$ cat config.mk
export PLATFORM = sky130hd
export DESIGN_NAME = clarvi_regfile_sequencer
export DESIGN_NICKNAME = d
export VERILOG_FILES = /design/src/rtl/clarvi_regfile_sequencer.sv
export SDC_FILE = /design/constraint.sdc
export NUM_CORES = 1
export LEC_CHECK = 0
export CORE_UTILIZATION = 41
export CTS_BUF_LIST = sky130_fd_sc_hd__clkbuf_4 sky130_fd_sc_hd__clkbuf_8
export DETAILED_ROUTE_END_ITERATION = 8
export GPL_TIMING_DRIVEN = 0
export PLACE_DENSITY = 0.9
export SKIP_CTS_REPAIR_TIMING = 1
export SLEW_MARGIN = 20
export SYNTH_ARGS = -nofsm -noshare
export SYNTH_HDL_FRONTEND = slang
export SYNTH_SLANG_ARGS = --single-unit
$ cat constraint.sdc
create_clock -name clock -period 2.4 [get_ports clock]
set_clock_uncertainty 0.05 [all_clocks]
set_input_delay 0.6 -clock clock [delete_from_list [all_inputs] [get_ports clock]]
set_output_delay 0.6 -clock clock [all_outputs]
set_load 0.02 [all_outputs]
$ cat src/rtl/clarvi_regfile_sequencer.sv
// clarvi_regfile_sequencer
//   Arbitrates between a core and a debug requester and turns each accepted
//   64-bit register access into four 16-bit register-file part accesses.
//   Parts go out LSB first (part 0 = bits [15:0]), then a one-cycle response.
//
// Ports
//   clock, reset             single clock, synchronous active-high reset
//   core_req_* / dbg_req_*   valid/ready request channels (write, reg, wdata)
//   resp_valid/source/rdata  one-cycle completion pulse, source 1 = debug
//   busy                     high whenever not IDLE
//   rf_*                     16-bit wide register-file port; rf_data_out is
//                            combinational read data for the fetch index/part
module clarvi_regfile_sequencer #(
    parameter bit DBG_PRIORITY = 1'b0
) (
    input  logic        clock,
    input  logic        reset,
    input  logic        core_req_valid,
    output logic        core_req_ready,
    input  logic        core_req_write,
    input  logic [4:0]  core_req_reg,
    input  logic [63:0] core_req_wdata,
    input  logic        dbg_req_valid,
    output logic        dbg_req_ready,
    input  logic        dbg_req_write,
    input  logic [4:0]  dbg_req_reg,
    input  logic [63:0] dbg_req_wdata,
    output logic        resp_valid,
    output logic        resp_source,
    output logic [63:0] resp_rdata,
    output logic        busy,
    output logic [4:0]  rf_fetch_register,
    output logic [4:0]  rf_write_register,
    output logic [1:0]  rf_fetch_part,
    output logic [1:0]  rf_write_part,
    output logic [15:0] rf_data_in,
    output logic        rf_write_enable,
    input  logic [15:0] rf_data_out
);

    typedef enum logic [1:0] {IDLE, ACCESS, RESP} state_t;

    state_t      state, state_next;
    logic [1:0]  part;
    logic        last_dbg;    // 1 = debug was granted most recently
    logic        grant_dbg;
    logic        accept;
    logic        wr_q;
    logic        src_q;
    logic [4:0]  reg_q;
    logic [63:0] wdata_q;
    logic [63:0] rbuf;
    logic [5:0]  bit_base;
    logic        in_access;

    // Grant: a lone requester wins; on contention either debug (priority mode)
    // or whichever side did not win last time.
    always_comb begin
        grant_dbg = dbg_req_valid;
        if (core_req_valid && dbg_req_valid)
            grant_dbg = DBG_PRIORITY ? 1'b1 : !last_dbg;
    end

    always_comb begin
        core_req_ready = (state == IDLE) && !reset && core_req_valid && !grant_dbg;
        dbg_req_ready  = (state == IDLE) && !reset && dbg_req_valid && grant_dbg;
        accept         = core_req_ready || dbg_req_ready;
    end

    always_comb begin
        state_next = state;
        case (state)
            IDLE:    if (accept) state_next = ACCESS;
            ACCESS:  if (part == 2'd3) state_next = RESP;
            RESP:    state_next = IDLE;
            default: state_next = IDLE;
        endcase
    end

    assign bit_base  = {part, 4'b0000};
    assign in_access = (state == ACCESS);

    always_ff @(posedge clock) begin
        if (reset) begin
            state    <= IDLE;
            part     <= 2'd0;
            last_dbg <= 1'b1;
            wr_q     <= 1'b0;
            src_q    <= 1'b0;
            reg_q    <= 5'd0;
            wdata_q  <= 64'd0;
            rbuf     <= 64'd0;
        end else begin
            state <= state_next;
            if (accept) begin
                last_dbg <= grant_dbg;
                src_q    <= grant_dbg;
                wr_q     <= grant_dbg ? dbg_req_write : core_req_write;
                reg_q    <= grant_dbg ? dbg_req_reg   : core_req_reg;
                wdata_q  <= grant_dbg ? dbg_req_wdata : core_req_wdata;
                rbuf     <= 64'd0;
            end
            if (in_access) begin
                // Counter wraps 3 -> 0 as ACCESS exits, so it idles at 0.
                part <= part + 2'd1;
                if (!wr_q)
                    rbuf[bit_base +: 16] <= rf_data_out;
            end
        end
    end

    always_comb begin
        rf_fetch_register = in_access ? reg_q : 5'd0;
        rf_write_register = in_access ? reg_q : 5'd0;
        rf_fetch_part     = in_access ? part : 2'd0;
        rf_write_part     = in_access ? part : 2'd0;
        rf_data_in        = (in_access && wr_q) ? wdata_q[bit_base +: 16] : 16'd0;
        // Gated by reset so an abort stops the strobe in the very cycle it hits.
        rf_write_enable   = in_access && wr_q && (reg_q != 5'd0) && !reset;
        resp_valid        = (state == RESP);
        resp_source       = resp_valid && src_q;
        // x0 always reads as zero whatever the register file returns.
        resp_rdata        = (resp_valid && !wr_q && (reg_q != 5'd0)) ? rbuf : 64'd0;
        busy              = (state != IDLE);
    end

endmodule

# Yosys cells after proc, flatten, opt, wreduce, memory -nomap -nowiden
# Cells that the tools add are included.
[totals] regBits=140 in_bits=160 out_inout_bits=100 word_cells=55
[op_classes] addsub=2 eq_ne=5 shifts=3 n_mux=16 reduce_logical=21
[ops] cell="$mux W64" count=6
[ops] cell="$bwmux W64" count=1
[ops] cell="$shift A16 B8 Y64 const A" count=1
[ops] cell="$shiftx A16 B8 Y64" count=1
[ops] cell="$shiftx A64 B7 Y16" count=1
[ops] cell="$mux W16" count=1
[ops] cell="$logic_and A1 B1 Y1" count=12
[ops] cell="$mux W5" count=2
[ops] cell="$neg A6 Y8" count=1
[ops] cell="$mux W2" count=3
[ops] cell="$reduce_bool A5 Y1" count=1
[ops] cell="$eq A2 B2 Y1 const B" count=2
[ops] cell="$logic_not A1 Y1" count=4
[ops] cell="$pmux W2 S2" count=1
[ops] cell="$add A2 B1 Y2 const B" count=1
[ops] cell="$eq A2 B1 Y1 const B" count=1
[ops] cell="$logic_not A2 Y1" count=1
[ops] cell="$mux W1" count=2
[ops] cell="$ne A2 B1 Y1 const B" count=1
[ops] cell="$ne A2 B2 Y1 const B" count=1
[ops] cell="$reduce_and A2 Y1" count=1
[ops] cell="$reduce_bool A2 Y1" count=1
[ops] cell="$logic_or A1 B1 Y1" count=1

# Longest topological paths before layout
[logic_depth] ltp_word=10 depth_mapped=9 depth_no_buf=5

# Worst setup path after synthesis
# OpenSTA, ideal clock, no wires.
[synth_timing] path_type="in2out" startpoint="input core_req_valid" endpoint="output core_req_ready" arrival_time_ns=1.890 setup_slack_ns=-0.140 cell_stages=4 n_path_buf=2 cell_sequence="or3b_2 > buf_2 > clkbuf_1 > nor3_1"
[synth_between] elab_chain_cells=4 elab_cells_between_ends=5 cone_classes="mux (1); reduce/logical (4)"
[synth_lines] item="from (decl)" line_no="18" source="input logic core_req_valid,"
[synth_lines] item="$logic_and A1 B1 Y1" line_no="60" source="if (core_req_valid && dbg_req_valid)"
[synth_lines] item="$mux W1" line_no="60"
[synth_lines] item="$logic_not A1 Y1" line_no="65" source="core_req_ready = (state == IDLE) && !reset && core_req_valid && !grant_dbg;"
[synth_lines] item="$logic_and A1 B1 Y1 (*)" line_no="65"
[synth_lines] item="to (decl)" line_no="19" source="output logic core_req_ready,"
# Mark *: on every way between the ends. The rest lies on a longest branch, timed or not.

# Worst setup path in the final report
# Ends and elaborated chain as after synthesis.

==> results.py <==
metrics = {
    "timing": {
        "setup_violations": 97,
        "fin_crit_sh_pct": 115,
        "tightest_slew_ns": 0.677,
        "slew_headroom_pct": 54.9,
        "rsz0062_at_grt": "yes",
        "tns_ns": -22.73,
        "hold_viol": 0,
        "max_freq_ghz": 0.361,
        "setup_ws_ns": -0.370,
        "min_period_ns": 2.77,
        "maxSlewViolCount": 0,
    },
    "cells_and_area": {
        "final-seq-area_um2": 2810,
        "drive_gt1_share_pct": 27.6,
        "final_common_cell": "clkdlybuf4s50_1",
        "multiInputGateArea_um2": 3750,
        "nFillCells": 1243,
        "area_growth_pct": 57.8,
        "layout_common_cells": "157 x clkdlybuf4s50_1, 140 x nor3_1, 136 x dfxtp_1",
        "stdcell_count": 1291,
        "final_nets": 1231,
    },
    "power": {
        "pwr-share-comb_pct": 24.5,
        "power_mw": 5.50,
        "p_per_area_nw_per_um2": 518,
        "power_frac_clock_pct": 28.2,
        "power.internal_mw": 3.86,
        "sequentialPowerShare_pct": 47.3,
        "p_switching_mw": 1.64,
        "p_sw_share_pct": 29.8,
        "p_leak_nw": 4.08,
        "peakVddDrop_mv": 0.278,
    },
    "drt": {
        "wl_per_cell_um": 20.9,
        "drtIter0Drc": 580,
        "routed_wl_um": 27000,
        "vias": 7588,
        "first_pass_iters": 7,
        "remaining_drc_errors": 0,
        "via_per_inst": 5.88,
        "postRouteAntennaNets": 0,
    },
    "clock_network": {
        "cts.path.max_buffers": 2,
        "cts_tree": "done",
        "htreeDepth": 4,
        "clock_sinks": 140,
        "path_clk_slew_ns": 0.07,
        "numCtsBuffers": 17,
        "root_buffer": "clkbuf_8",
        "insertion_delay_ns": 0.45,
    },
    "grt": {
        "grt_antenna_before_repair": 0,
        "grtUsageTotal_pct": 30.0,
        "grt_pass1_wl_um": 37700,
        "overflow": 0,
        "grt_pass1_vias": 7046,
        "grt_max_degree": 17,
    },
    "worst_setup_path": {
        "crit_arrival_ns": 2.12,
        "r2r_end": "rbuf[43]",
        "cp_top_family": "buffers and inverters",
        "worstRegToRegCells": 9,
        "path_buf_inv": 3,
        "crit_type": "in2out",
        "max_stage_delay_ns": 0.49,
        "crit_cells": 5,
        "crit_required_ns": 1.75,
        "r2r-start": "part[1]",
        "end_kind": "output port",
        "endpoint": "core_req_ready",
        "slowest_stage": "clkdlybuf4s50_1",
        "path_cells": "clkdlybuf4s50_1, or3b_2, buf_8, nor3_4, buf_4",
        "r2r_slack_ns": 0.09,
        "crit_start": "core_req_valid",
        "worstPathMaxFanout": 19,
        "crit_path_start_kind": "primary input",
    },
    "die": {
        "pin_count": 260,
        "die_w_um": 130,
        "fp.dieH_um": 130,
        "core.rowCount": 46,
        "die_area_um2": 16900,
        "start_util_pct": 42.2,
        "core-area_um2": 15900,
    },
    "yosys": {
        "ys.flop_type": "dfxtp_1",
        "syn_inst": 760,
        "ys_warn_count": 0,
        "ys_seq_area_share_pct": 41.7,
        "syn-num-nets": 926,
        "synth_seq_cells": 140,
        "synth_cell_types": 41,
        "async_flop_share_pct": 0,
        "netlist_area_um2": 6720,
        "synth-edff-count": 0,
        "avgSynthCellArea_um2": 8.84,
    },
    "min_path": {
        "hold_path_class": "reg2reg",
    },
    "placement": {
        "numPortBuffers": 258,
        "place_hpwl_um": 19900,
        "dpl.cell_count": 1234,
        "gp_congestion": 0.905,
    },
    "outcome": {
        "violations": "setup timing",
        "outcome": "finished with violations",
    },
    "flow_run": {
        "drv_cap": 0,
    },
}
[cell usage after synthesis, types with 3 or more instances]
cell type | instances | area [um^2]
a22o_1 | 18 | 158
nand2_1 | 20 | 75.1
buf_1 | 6 | 22.5
buf_2 | 18 | 90.1
ha_1 | 6 | 75.1
mux4_2 | 16 | 360
nor3_1 | 142 | 711
o2bb2ai_1 | 39 | 342
buf_4 | 10 | 75.1
dfxtp_1 | 140 | 2800
a21oi_1 | 71 | 355
inv_1 | 3 | 11.3
clkbuf_1 | 57 | 214
and3_1 | 18 | 113
and2_1 | 73 | 457
nor2_1 | 6 | 22.5
nor4_1 | 70 | 438
nor2b_1 | 12 | 75.1
a32o_1 | 7 | 70.1
[sequential cells by signal (all words and copies together), names as in the netlist]
name and count:
state 2, wdata_q 64, src_q 1, wr_q 1
rbuf 64, last_dbg 1, part 2, reg_q 5
[stage by stage]
step | utilization [%] | cell area [um^2] | hold slack [ns] | worst slack, ns
floorplan | - | 6730 | 0.374 | 0.00832
global placement | 60.1 | 9590 | 0.387 | -1.14
detailed placement | 60.1 | 9590 | 0.391 | -1.18
CTS | 62.0 | 9890 | 0.412 | -1.28
global route | 66.5 | 10600 | 0.426 | -0.407
finish | 66.5 | 10600 | 0.417 | -0.370
[how the worst min path moves through the flow]
stage / start / to / slack, ns / cells past startpoint
after global placement: rbuf[19] / rbuf[19] / 0.39 / 1
after CTS: rbuf[19] / rbuf[19] / 0.41 / 1
after global routing: rbuf[59] / rbuf[59] / 0.43 / 1
after floorplan: rbuf[17] / rbuf[17] / 0.37 / 1
final: rbuf[59] / rbuf[59] / 0.42 / 1
after detailed placement: rbuf[19] / rbuf[19] / 0.39 / 1
[power by group through the flow]
stage	combinational (mW)	clock (mW)	sequential, mW
4_1_cts	1.18	1.54	2.58
3_3_place_gp	1.15	0	2.63
5_1_grt	1.43	1.64	2.60
3_5_place_dp	1.17	0	2.63
2_1_floorplan	0.666	0	2.57
6_report	1.35	1.55	2.60
[layer usage]
layer  GRT usage, %  share of wire (%)  vias to the layer above
li1               -                  -                     3441
met5              0                  0                        -
met4           17.9                5.7                        0
met1           33.8                 36                     3517
met2           52.3                 49                      528
met3           6.40                9.4                      102
[area by class of cell]
cell class / count / area share, %
antenna: 1 / 0.0236
multi-input combinational: 525 / 35.4
inverter: 4 / 0.142
clock buffer: 19 / 2.35
clock inverter: 9 / 0.507
sequential: 140 / 26.5
tap: 216 / 2.55
buffer: 88 / 5.33
timing repair buffer: 289 / 27.2
[logic make-up (layout without fill, tap and decap cells)]
group,after synthesis,after routing,synth area share (%)
AO/OA/AOI/OAI,143,144,15.1
buffers and inverters,96,409,6.37
AND/OR/NAND/NOR,357,357,30.1
adder cells (fa/ha/maj),6,6,1.12
other,0,1,0
flip-flops,140,140,41.7
XOR/XNOR,1,1,0.130
multiplexers,17,17,5.51
Power figures use the tool's default switching activity.
